`config.mk`:
```
export PLATFORM = sky130hd
export DESIGN_NAME = jt51_timer_ctrl_flat
export DESIGN_NICKNAME = d
export VERILOG_FILES = /design/src/rtl/jt51_timer_pkg.sv /design/src/rtl/jt51_timer_ctrl_if.sv /design/src/rtl/jt51_timer_ctrl_regs.sv /design/src/rtl/jt51_timer_ctrl.sv /design/src/flat_wrapper.sv
export SDC_FILE = /design/constraint.sdc
export NUM_CORES = 1
export LEC_CHECK = 0
export CAP_MARGIN = 20
export CORE_ASPECT_RATIO = 1.75
export CORE_UTILIZATION = 40
export CTS_CLUSTER_DIAMETER = 120
export DETAILED_ROUTE_END_ITERATION = 10
export HOLD_SLACK_MARGIN = 0.15
export PLACE_DENSITY = 0.65
export REMOVE_ABC_BUFFERS = 1
export SYNTH_ARGS = -nofsm -noshare
export SYNTH_HDL_FRONTEND = slang
export SYNTH_SLANG_ARGS = --single-unit
export TNS_END_PERCENT = 20
```
`constraint.sdc`:
```
create_clock -name clk -period 6.3 [get_ports clk]
set_input_delay 0.945 -clock clk [delete_from_list [all_inputs] [get_ports clk]]
set_output_delay 0.945 -clock clk [all_outputs]
set_load 0.02 [all_outputs]
```
`src/rtl/jt51_timer_pkg.sv`:
```
// Shared definitions for the JT51 timer controller slice.
// Register addresses of the timer block and bit positions inside the
// timer-control register 0x14.
package jt51_timer_pkg;

    localparam logic [7:0] REG_CLKA1 = 8'h10;  // timer A value bits [9:2]
    localparam logic [7:0] REG_CLKA2 = 8'h11;  // timer A value bits [1:0]
    localparam logic [7:0] REG_CLKB  = 8'h12;  // timer B value
    localparam logic [7:0] REG_TCTRL = 8'h14;  // load / irq enable / flag reset / csm

    localparam int TCTRL_LOAD_A  = 0;
    localparam int TCTRL_LOAD_B  = 1;
    localparam int TCTRL_IRQEN_A = 2;
    localparam int TCTRL_IRQEN_B = 3;
    localparam int TCTRL_CLR_A   = 4;
    localparam int TCTRL_CLR_B   = 5;
    localparam int TCTRL_CSM     = 7;

endpackage

```
`src/rtl/jt51_timer_ctrl_if.sv`:
```
// Bus between the CPU / jt51_timers side (master) and jt51_timer_ctrl (slave).
//   cen, wr, a0, din              : clock enable and CPU write port
//   flag_A, flag_B, overflow_A    : timer status from jt51_timers
//   value_A/B, load_*, enable_*,
//   clr_flag_*, zero              : timer configuration and sample tick
//   csm_keyon, busy, status       : CSM key-on, write-busy and status byte
interface jt51_timer_ctrl_if;
    import jt51_timer_pkg::*;

    logic       cen;
    logic       wr;
    logic       a0;
    logic [7:0] din;
    logic       flag_A;
    logic       flag_B;
    logic       overflow_A;
    logic [9:0] value_A;
    logic [7:0] value_B;
    logic       load_A;
    logic       load_B;
    logic       enable_irq_A;
    logic       enable_irq_B;
    logic       clr_flag_A;
    logic       clr_flag_B;
    logic       zero;
    logic       csm_keyon;
    logic       busy;
    logic [7:0] status;

    modport slave (
        input  cen, wr, a0, din, flag_A, flag_B, overflow_A,
        output value_A, value_B, load_A, load_B, enable_irq_A, enable_irq_B,
               clr_flag_A, clr_flag_B, zero, csm_keyon, busy, status
    );

    modport master (
        output cen, wr, a0, din, flag_A, flag_B, overflow_A,
        input  value_A, value_B, load_A, load_B, enable_irq_A, enable_irq_B,
               clr_flag_A, clr_flag_B, zero, csm_keyon, busy, status
    );

endinterface

```
`src/rtl/jt51_timer_ctrl_regs.sv`:
```
// jt51_timer_regs: address latch, data decode and timer register storage.
//   clk, rst        : clock, async active-high reset
//   wr_i, a0_i, din_i : CPU write port (a0=0 address, a0=1 data)
//   value_a_o/b_o   : timer start values
//   load_*_o, irqen_*_o, csm_o : stored 0x14 fields
//   clr_*_o         : one-clk flag-reset pulses (never stored)
module jt51_timer_regs
    import jt51_timer_pkg::*;
(
    input  logic       clk,
    input  logic       rst,
    input  logic       wr_i,
    input  logic       a0_i,
    input  logic [7:0] din_i,
    output logic [9:0] value_a_o,
    output logic [7:0] value_b_o,
    output logic       load_a_o,
    output logic       load_b_o,
    output logic       irqen_a_o,
    output logic       irqen_b_o,
    output logic       csm_o,
    output logic       clr_a_o,
    output logic       clr_b_o
);

    logic [7:0] addr_q, addr_d;
    logic [9:0] val_a_q, val_a_d;
    logic [7:0] val_b_q, val_b_d;
    logic [4:0] ctrl_q, ctrl_d;   // {csm, irqen_b, irqen_a, load_b, load_a}
    logic [1:0] clr_q, clr_d;     // {clr_b, clr_a}

    always_comb begin
        addr_d  = addr_q;
        val_a_d = val_a_q;
        val_b_d = val_b_q;
        ctrl_d  = ctrl_q;
        clr_d   = 2'b00;
        if (wr_i && !a0_i) addr_d = din_i;
        if (wr_i && a0_i) begin
            case (addr_q)
                REG_CLKA1: val_a_d[9:2] = din_i;
                REG_CLKA2: val_a_d[1:0] = din_i[1:0];
                REG_CLKB:  val_b_d      = din_i;
                REG_TCTRL: begin
                    ctrl_d = {din_i[TCTRL_CSM], din_i[TCTRL_IRQEN_B], din_i[TCTRL_IRQEN_A],
                              din_i[TCTRL_LOAD_B], din_i[TCTRL_LOAD_A]};
                    clr_d  = {din_i[TCTRL_CLR_B], din_i[TCTRL_CLR_A]};
                end
                default: ;
            endcase
        end
    end

    always_ff @(posedge clk or posedge rst) begin
        if (rst) begin
            addr_q  <= '0;
            val_a_q <= '0;
            val_b_q <= '0;
            ctrl_q  <= '0;
            clr_q   <= '0;
        end else begin
            addr_q  <= addr_d;
            val_a_q <= val_a_d;
            val_b_q <= val_b_d;
            ctrl_q  <= ctrl_d;
            clr_q   <= clr_d;
        end
    end

    assign value_a_o = val_a_q;
    assign value_b_o = val_b_q;
    assign load_a_o  = ctrl_q[0];
    assign load_b_o  = ctrl_q[1];
    assign irqen_a_o = ctrl_q[2];
    assign irqen_b_o = ctrl_q[3];
    assign csm_o     = ctrl_q[4];
    assign clr_a_o   = clr_q[0];
    assign clr_b_o   = clr_q[1];

endmodule

```
`src/rtl/jt51_timer_ctrl.sv`:
```
// jt51_timer_ctrl: CPU-facing controller sequencing the jt51_timers pair.
//   clk, rst : clock, async active-high reset
//   bus      : jt51_timer_ctrl_if.slave (write port, timer status in;
//              timer config, zero tick, csm_keyon, busy, status out)
// Holds the slot counter (zero tick), busy down-counter and CSM pulse timer;
// register decode lives in jt51_timer_regs.
module jt51_timer_ctrl
    import jt51_timer_pkg::*;
#(
    parameter int SLOTS      = 32,
    parameter int BUSY_TICKS = 32,
    parameter int CSM_TICKS  = 32
) (
    input  logic                clk,
    input  logic                rst,
    jt51_timer_ctrl_if.slave    bus
);

    localparam int SW = $clog2(SLOTS);
    localparam int BW = $clog2(BUSY_TICKS + 1);
    localparam int CW = $clog2(CSM_TICKS + 1);

    logic          csm;
    logic          data_wr;
    logic          csm_ev;
    logic [SW-1:0] slot_q, slot_d;
    logic [BW-1:0] busy_q, busy_d;
    logic [CW-1:0] csm_q,  csm_d;

    jt51_timer_regs u_regs (
        .clk       (clk),
        .rst       (rst),
        .wr_i      (bus.wr),
        .a0_i      (bus.a0),
        .din_i     (bus.din),
        .value_a_o (bus.value_A),
        .value_b_o (bus.value_B),
        .load_a_o  (bus.load_A),
        .load_b_o  (bus.load_B),
        .irqen_a_o (bus.enable_irq_A),
        .irqen_b_o (bus.enable_irq_B),
        .csm_o     (csm),
        .clr_a_o   (bus.clr_flag_A),
        .clr_b_o   (bus.clr_flag_B)
    );

    assign data_wr = bus.wr & bus.a0;
    // csm is the registered bit, so a same-clk 0x14 write cannot affect this event
    assign csm_ev  = bus.cen & bus.zero & bus.overflow_A & csm;

    always_comb begin
        slot_d = slot_q;
        busy_d = busy_q;
        csm_d  = csm_q;
        if (bus.cen) slot_d = (slot_q == SW'(SLOTS - 1)) ? '0 : slot_q + 1'b1;
        // A reload wins over the decrement of the same cen tick, so the
        // count covers exactly N cen ticks after the load.
        if (data_wr)                     busy_d = BW'(BUSY_TICKS);
        else if (bus.cen && busy_q != 0) busy_d = busy_q - 1'b1;
        if (csm_ev)                      csm_d  = CW'(CSM_TICKS);
        else if (bus.cen && csm_q != 0)  csm_d  = csm_q - 1'b1;
    end

    always_ff @(posedge clk or posedge rst) begin
        if (rst) begin
            slot_q <= '0;
            busy_q <= '0;
            csm_q  <= '0;
        end else begin
            slot_q <= slot_d;
            busy_q <= busy_d;
            csm_q  <= csm_d;
        end
    end

    assign bus.zero      = (slot_q == '0);
    assign bus.busy      = (busy_q != '0);
    assign bus.csm_keyon = (csm_q != '0);
    assign bus.status    = {bus.busy, 5'b0, bus.flag_B, bus.flag_A};

endmodule

```
`src/flat_wrapper.sv`:
```
// flat-port wrapper written by rule: the top's interface ports become plain ports
module jt51_timer_ctrl_flat import jt51_timer_pkg::*;
#(
    parameter int SLOTS      = 32,
    parameter int BUSY_TICKS = 32,
    parameter int CSM_TICKS  = 32
)
  (clk, rst, bus_cen, bus_wr, bus_a0, bus_din, bus_flag_A, bus_flag_B, bus_overflow_A, bus_value_A, bus_value_B, bus_load_A, bus_load_B, bus_enable_irq_A, bus_enable_irq_B, bus_clr_flag_A, bus_clr_flag_B, bus_zero, bus_csm_keyon, bus_busy, bus_status);
  jt51_timer_ctrl_if bus_i ();
  input  logic clk;
  input  logic rst;
  input wire logic [$bits(bus_i.cen)-1:0] bus_cen;
  input wire logic [$bits(bus_i.wr)-1:0] bus_wr;
  input wire logic [$bits(bus_i.a0)-1:0] bus_a0;
  input wire logic [$bits(bus_i.din)-1:0] bus_din;
  input wire logic [$bits(bus_i.flag_A)-1:0] bus_flag_A;
  input wire logic [$bits(bus_i.flag_B)-1:0] bus_flag_B;
  input wire logic [$bits(bus_i.overflow_A)-1:0] bus_overflow_A;
  output wire logic [$bits(bus_i.value_A)-1:0] bus_value_A;
  output wire logic [$bits(bus_i.value_B)-1:0] bus_value_B;
  output wire logic [$bits(bus_i.load_A)-1:0] bus_load_A;
  output wire logic [$bits(bus_i.load_B)-1:0] bus_load_B;
  output wire logic [$bits(bus_i.enable_irq_A)-1:0] bus_enable_irq_A;
  output wire logic [$bits(bus_i.enable_irq_B)-1:0] bus_enable_irq_B;
  output wire logic [$bits(bus_i.clr_flag_A)-1:0] bus_clr_flag_A;
  output wire logic [$bits(bus_i.clr_flag_B)-1:0] bus_clr_flag_B;
  output wire logic [$bits(bus_i.zero)-1:0] bus_zero;
  output wire logic [$bits(bus_i.csm_keyon)-1:0] bus_csm_keyon;
  output wire logic [$bits(bus_i.busy)-1:0] bus_busy;
  output wire logic [$bits(bus_i.status)-1:0] bus_status;
  assign bus_i.cen = bus_cen;
  assign bus_i.wr = bus_wr;
  assign bus_i.a0 = bus_a0;
  assign bus_i.din = bus_din;
  assign bus_i.flag_A = bus_flag_A;
  assign bus_i.flag_B = bus_flag_B;
  assign bus_i.overflow_A = bus_overflow_A;
  assign bus_value_A = bus_i.value_A;
  assign bus_value_B = bus_i.value_B;
  assign bus_load_A = bus_i.load_A;
  assign bus_load_B = bus_i.load_B;
  assign bus_enable_irq_A = bus_i.enable_irq_A;
  assign bus_enable_irq_B = bus_i.enable_irq_B;
  assign bus_clr_flag_A = bus_i.clr_flag_A;
  assign bus_clr_flag_B = bus_i.clr_flag_B;
  assign bus_zero = bus_i.zero;
  assign bus_csm_keyon = bus_i.csm_keyon;
  assign bus_busy = bus_i.busy;
  assign bus_status = bus_i.status;
  jt51_timer_ctrl #(.SLOTS(SLOTS), .BUSY_TICKS(BUSY_TICKS), .CSM_TICKS(CSM_TICKS)) u_core (.clk(clk), .rst(rst), .bus(bus_i));
endmodule
```
==> key figures, run 1 <==
Timing
  • Hold Fails Final Rpt: 0
  • Hold WS: 0.506 ns
  • RSZ-0062 raised after global routing: no
  • Fin. max-slew vios: 0
  • Worst slew pin tran: 0.645 ns
  • Worst Skew: 0.00313 ns
  • Peak Freq: 312 MHz
  • Final setup viols: 0
  • Tcrit/Tclk final: 50.9%
  • Setup_tns: 0 ns
  • Minimum clock period: 3.21 ns
  • Relative slew slack: 56.8%

Worst setup path
  • Reg-to-reg slack, setup: 4.01 ns
  • Worst r2r src: u_core.u_regs.addr_q[7]$_DFFE_PP0P_
  • Kind of critical path: reg -> out
  • CP Launch Type: flip-flop
  • FF-to-FF path depth: 3
  • Worst reg2reg path endpoint: u_core.u_regs.value_b_o[1]$_DFFE_PP0P_
  • CP Capture Point: bus_zero
  • CP Capture Type: primary output
  • Crit path DAT: 2.26 ns
  • Required time worst endpoint: 5.35 ns
  • Worst Setup SP: u_core.slot_q[0]$_DFFE_PP0P_
  • Crit Path Max Fanout: 4

Clock tree
  • Hold_buf cts: 0
  • Clock sink count: 50
  • Maximum clock path buffer count: 2
  • Cts repair resizes: 0
  • CTS Buf Count: 5
  • TritonCTS clock tree: yes
  • Register clock-pin slew on the reported worst setup and hold paths: 0.09 ns
  • Clock Latency Late Sink: 0.30 ns
  • Setup bufs post-CTS: 0
  • CTS Root Cell: clkbuf_8
  • CTS H-tree depth: 2

Floorplanning
  • Die X: 60.3 um
  • Starting Density: 42.2%
  • Row Count: 36
  • Die Area: 0.00627 sq mm
  • Die height: 104 um
  • Core area: 0.00563 sq mm
  • # IOs: 51

Logic synthesis
  • Yosys warnings: 0
  • Top post-synthesis cells by area: dfrtp_1 (53%), mux2_2 (16%), ha_1 (3.7%)
  • Synth area leader: dfrtp_1
  • Synth Instances: 195
  • Prevailing post-synth register cell: dfrtp_1
  • Post-synth top area share: 52.6%
  • Synth cell types: 39
  • FF+latch count, synth: 50
  • Post-synth top cells: dfrtp_1 (50), mux2_2 (33), nand2_1 (13), inv_1 (10)
  • Most frequent cell after synthesis: dfrtp_1
  • EDFF count, synth: 0
  • FFs w/ async S/R, synth: 100%
  • Average size of a mapped cell: 12.2 sq um
  • Post-synthesis sequential area ratio: 52.6%
  • Mapped Area: 0.00238 sq mm

Global routing
  • Number of global-route vias before repair: 1570
  • GRT overflow: 0
  • Largest net degree at the start of global routing: 51
  • Initial antenna violation count: 0
  • GRT Util Overall: 15.3%
  • First-pass GRT wire length: 7240 um

Finish
  • Final nets: 260
  • Final instance area: 0.00296 sq mm
  • Layout cell share with drive strength beyond 1: 21.4%
  • # diodes: 0
  • Area Overhead vs Synth: 24.3%

Drt
  • Wire length per cell: 13.9 um
  • Residual DRC count: 0
  • First-pass detailed-route iteration total: 4
  • Final WL: 4350 um
  • ANT nets after route: 0
  • DR iter-0 viols: 56
  • Routed via count: 1589
  • Routed vias/inst: 5.06

Placed design
  • Placed Area: 0.00283 sq mm
  • IO Port Bufs: 41
  • RD Place Congestion: 0.744
  • Final HPWL DP: 3180 um

Power and ir drop
  • Leak: 1.34 nW
  • Power, Total: 958 uW
  • Pwr Density: 324 mW/mm^2
  • Worst VDD drop: 0.157 mV

Hold path
  • Hold path cells: 1
  • Hold/Removal Path Class: reg -> reg

Run status
  • Outcome: finished, final reports clean

Run
  • Max_cap viols: 0
==> per-stage QoR <==
stage               std cells  setup slack, ns  util [%]
floorplan                 188             4.00         -
global placement          305             3.25      50.2
detailed placement        305             3.23      50.2
CTS                       313             3.06      52.2
global route              314             2.94      52.5
finish                    314             3.09      52.5
==> power by group <==
part	internal (mW)	switching (mW)
Clock	0.119	0.105
Sequential	0.391	0.0607
Combinational	0.144	0.138
Total	0.654	0.304
==> metal layers <==
metal	global-route usage [%]	wire, um
met5	0	0
met4	6.15	54
met3	2.99	112
met2	26.8	2520
met1	17.2	1670
==> final cells by class <==
type	instances	area, sq um
clock inverter	2	37.5
timing repair buffer	42	430
inverter	10	37.5
fill	515	2670
sequential	50	1250
tap	76	95.1
clock buffer	6	72.6
multi-input combinational	128	1030
==> critical path, cell delays in order (launching register included) <==
cell,delay (ns)
dfrtp_1,0.41
inv_1,0.09
ha_1,0.14
or4b_2,0.65
inv_1,0.08
clkdlybuf4s50_1,0.59
==> flip-flops by register name, summed over array words and instances (netlist names) <==
register	count
u_core.u_regs.ctrl_q	5
u_core.u_regs.value_b_o	8
u_core.slot_q	5
u_core.u_regs.clr_q	2
u_core.u_regs.addr_q	8
u_core.csm_q	6
u_core.u_regs.value_a_o	10
u_core.busy_q	6
==> cell usage in the layout, fill, tap and decap left out, types with 3 or more instances in the layout <==
cell              n
a211o_1           3
a21oi_1           5
and2_1            4
clkbuf_8          5
clkdlybuf4s50_1  41
conb_1            5
dfrtp_1          50
ha_1              7
inv_1             9
mux2_2           33
nand2_1          13
nand2b_1          4
nand3_1           3
nor2_1            8
o21ai_0           7
or3_1             3
or4_1             3
or4b_2            3
==> worst min-delay path by stage <==
| stage | from | slack (ns) | endpoint |
|---|---|---|---|
| 2_1_floorplan | u_core.u_regs.addr_q[6]$_DFFE_PP0P_ | 0.47 | u_core.u_regs.addr_q[6]$_DFFE_PP0P_ |
| 3_3_place_gp | u_core.u_regs.value_b_o[0]$_DFFE_PP0P_ | 0.47 | u_core.u_regs.value_b_o[0]$_DFFE_PP0P_ |
| 3_5_place_dp | u_core.u_regs.value_b_o[0]$_DFFE_PP0P_ | 0.48 | u_core.u_regs.value_b_o[0]$_DFFE_PP0P_ |
| 4_1_cts | u_core.u_regs.value_b_o[0]$_DFFE_PP0P_ | 0.50 | u_core.u_regs.value_b_o[0]$_DFFE_PP0P_ |
| 5_1_grt | u_core.u_regs.value_b_o[0]$_DFFE_PP0P_ | 0.53 | u_core.u_regs.value_b_o[0]$_DFFE_PP0P_ |
| 6_report | u_core.u_regs.value_b_o[0]$_DFFE_PP0P_ | 0.51 | u_core.u_regs.value_b_o[0]$_DFFE_PP0P_ |
==> cells by family (layout without fill, tap and decap cells) <==
family	Yosys count	after routing	share of synthesized area (%)
AOI/OAI and AO/OA	24	24	6.73
and+or+nand+nor	56	56	15.3
adders and majority gates	7	7	3.68
muxes	36	36	16.9
DFF	50	50	52.6
buffers and inverters	21	60	4.63
other	1	5	0.158
Note: power is estimated with default switching activity, not from simulation.
==> inputs of run 2 (changes only) <==
Settings changed: PLACE_DENSITY 0.65 to 0.68.
Clock period 6.3 ns to 2.64 ns, I/O delays scaled along.
==> key figures, run 2 (same netlist as run 1, synthesis figures left out) <==
Run status
  • Outcome: finished, final reports clean

Clock tree
  • TritonCTS clock tree: yes
  • Register clock-pin slew on the reported worst setup and hold paths: 0.10 ns
  • CTS H-tree depth: 2
  • Clock sink count: 50
  • Setup bufs post-CTS: 0
  • Clock Latency Late Sink: 0.32 ns
  • Hold_buf cts: 0
  • Maximum clock path buffer count: 2
  • CTS Buf Count: 5
  • CTS Root Cell: clkbuf_8

Drt
  • Final WL: 4430 um
  • First-pass detailed-route iteration total: 4
  • Routed vias/inst: 5.08
  • ANT nets after route: 0
  • Residual DRC count: 0
  • Routed via count: 1620
  • DR iter-0 viols: 58
  • Wire length per cell: 13.9 um

Power and ir drop
  • Sequential share of power: 48.2%
  • Leak: 1.36 nW
  • Combinational power share: 30.9%
  • Sw power: 764 uW
  • Clock group share of total power: 20.9%
  • Switching Fraction: 34.1%
  • P_int: 1.48 mW
  • Worst VDD drop: 0.426 mV
  • Pwr Density: 755 mW/mm^2

Global routing
  • Initial antenna violation count: 0
  • GRT Util Overall: 16.3%
  • First-pass GRT wire length: 7620 um
  • Largest net degree at the start of global routing: 19
  • Number of global-route vias before repair: 1654
  • GRT overflow: 0

Floorplanning
  • Die X: 60.3 um
  • Starting Density: 42.2%
  • Row Count: 36
  • Core area: 0.00563 sq mm
  • Die height: 104 um
  • Die Area: 0.00627 sq mm
  • # IOs: 51

Placed design
  • RD Place Congestion: 0.706
  • Final HPWL DP: 3440 um
  • IO Port Bufs: 41

Timing
  • Fin. max-slew vios: 0
  • Hold Fails Final Rpt: 0
  • Setup_tns: 0 ns
  • Hold WS: 0.356 ns
  • Final setup viols: 0
  • Minimum clock period: 2.38 ns
  • Tcrit/Tclk final: 90.3%
  • Worst Skew: 0.0127 ns
  • Peak Freq: 419 MHz
  • Relative slew slack: 66.6%
  • Worst slew pin tran: 0.497 ns
  • RSZ-0062 raised after global routing: no

Worst setup path
  • Crit Path Max Fanout: 4
  • CP Launch Type: flip-flop
  • Crit path DAT: 1.99 ns
  • Required time worst endpoint: 2.24 ns
  • Kind of critical path: reg -> out
  • Worst reg2reg path endpoint: u_core.u_regs.value_b_o[3]$_DFFE_PP0P_
  • FF-to-FF path depth: 4
  • Worst r2r src: u_core.u_regs.addr_q[7]$_DFFE_PP0P_
  • Reg-to-reg slack, setup: 0.45 ns
  • CP Capture Type: primary output

Finish
  • Layout filler cell count: 510
  • Layout cell share with drive strength beyond 1: 23.9%
  • Final nets: 265
  • Commonest cells after routing, fill and taps aside: dfrtp_1 (50), clkdlybuf4s50_1 (40), mux2_2 (33)
  • # diodes: 0
  • Area Overhead vs Synth: 24.9%
  • Max FFs per register: 10
  • Most common cell after layout, fill and taps aside: dfrtp_1

Hold path
  • Hold/Removal Path Class: in -> async

Run
  • Max_cap viols: 0
run 2: worst max-delay path, stage by stage (launching register included):
cell and delay, ns:
dfrtp_1 0.42, inv_1 0.09, ha_1 0.14, or4b_2 0.63, inv_1 0.07, dlygate4sd2_1 0.32
run 2: layout make-up:
class	count	area [sq um]	area share, %
repair buffers	47	454	15.3
clock buffers	5	68.8	2.32
flip-flops and latches	50	1250	42.1
clock inverters	3	26.3	0.884
multi-input cells	128	1040	34.9
well taps	76	95.1	3.20
inverters	10	37.5	1.26
run 2: per-layer routing:
layer | routed length (um) | global-route usage (%) | part of all wire (%)
met5 | 0 | 0 | 0
met4 | 95 | 7.97 | 2.1
met2 | 2530 | 28.7 | 57
met1 | 1690 | 17.6 | 38
met3 | 116 | 2.74 | 2.6
run 2: how the worst max path moves through the flow:
| stage | startpoint | endpoint | depth (start not counted) |
|---|---|---|---|
| 2_1_floorplan | u_core.u_regs.addr_q[7]$_DFFE_PP0P_ | u_core.u_regs.value_b_o[1]$_DFFE_PP0P_ | 3 |
| 3_3_place_gp | u_core.slot_q[0]$_DFFE_PP0P_ | bus_zero | 5 |
| 3_5_place_dp | u_core.slot_q[0]$_DFFE_PP0P_ | bus_zero | 5 |
| 4_1_cts | u_core.csm_q[0]$_DFFE_PP0P_ | bus_csm_keyon | 5 |
| 5_1_grt | u_core.busy_q[0]$_DFFE_PP0P_ | bus_status[7] | 5 |
| 6_report | u_core.slot_q[0]$_DFFE_PP0P_ | bus_zero | 5 |
run 2: what timing repair did:
action                                  4_1_cts  5_1_grt
gates cloned                                  0        0
gates resized for setup                       1        1
endpoints found under the setup margin        1        1
run 2: power by group through the flow:
stage	logic [mW]	registers (mW)	clock network [mW]
2_1_floorplan	0.459	1.09	0
3_3_place_gp	0.677	1.09	0
3_5_place_dp	0.698	1.09	0
4_1_cts	0.701	1.08	0.487
5_1_grt	0.784	1.11	0.518
6_report	0.694	1.08	0.468
run 2: through the flow:
| stage | total power, mW | instance area, sq um | cells | util (%) | worst slack (ns) |
|---|---|---|---|---|---|
| after floorplan | 1.55 | 2320 | 188 | - | 0.587 |
| after global placement | 1.77 | 2870 | 311 | 51.0 | 0.363 |
| after detailed placement | 1.79 | 2870 | 311 | 51.0 | 0.323 |
| after CTS | 2.26 | 2970 | 319 | 52.7 | 0.104 |
| after global routing | 2.41 | 2970 | 319 | 52.8 | 0.111 |
| final | 2.24 | 2970 | 319 | 52.8 | 0.255 |
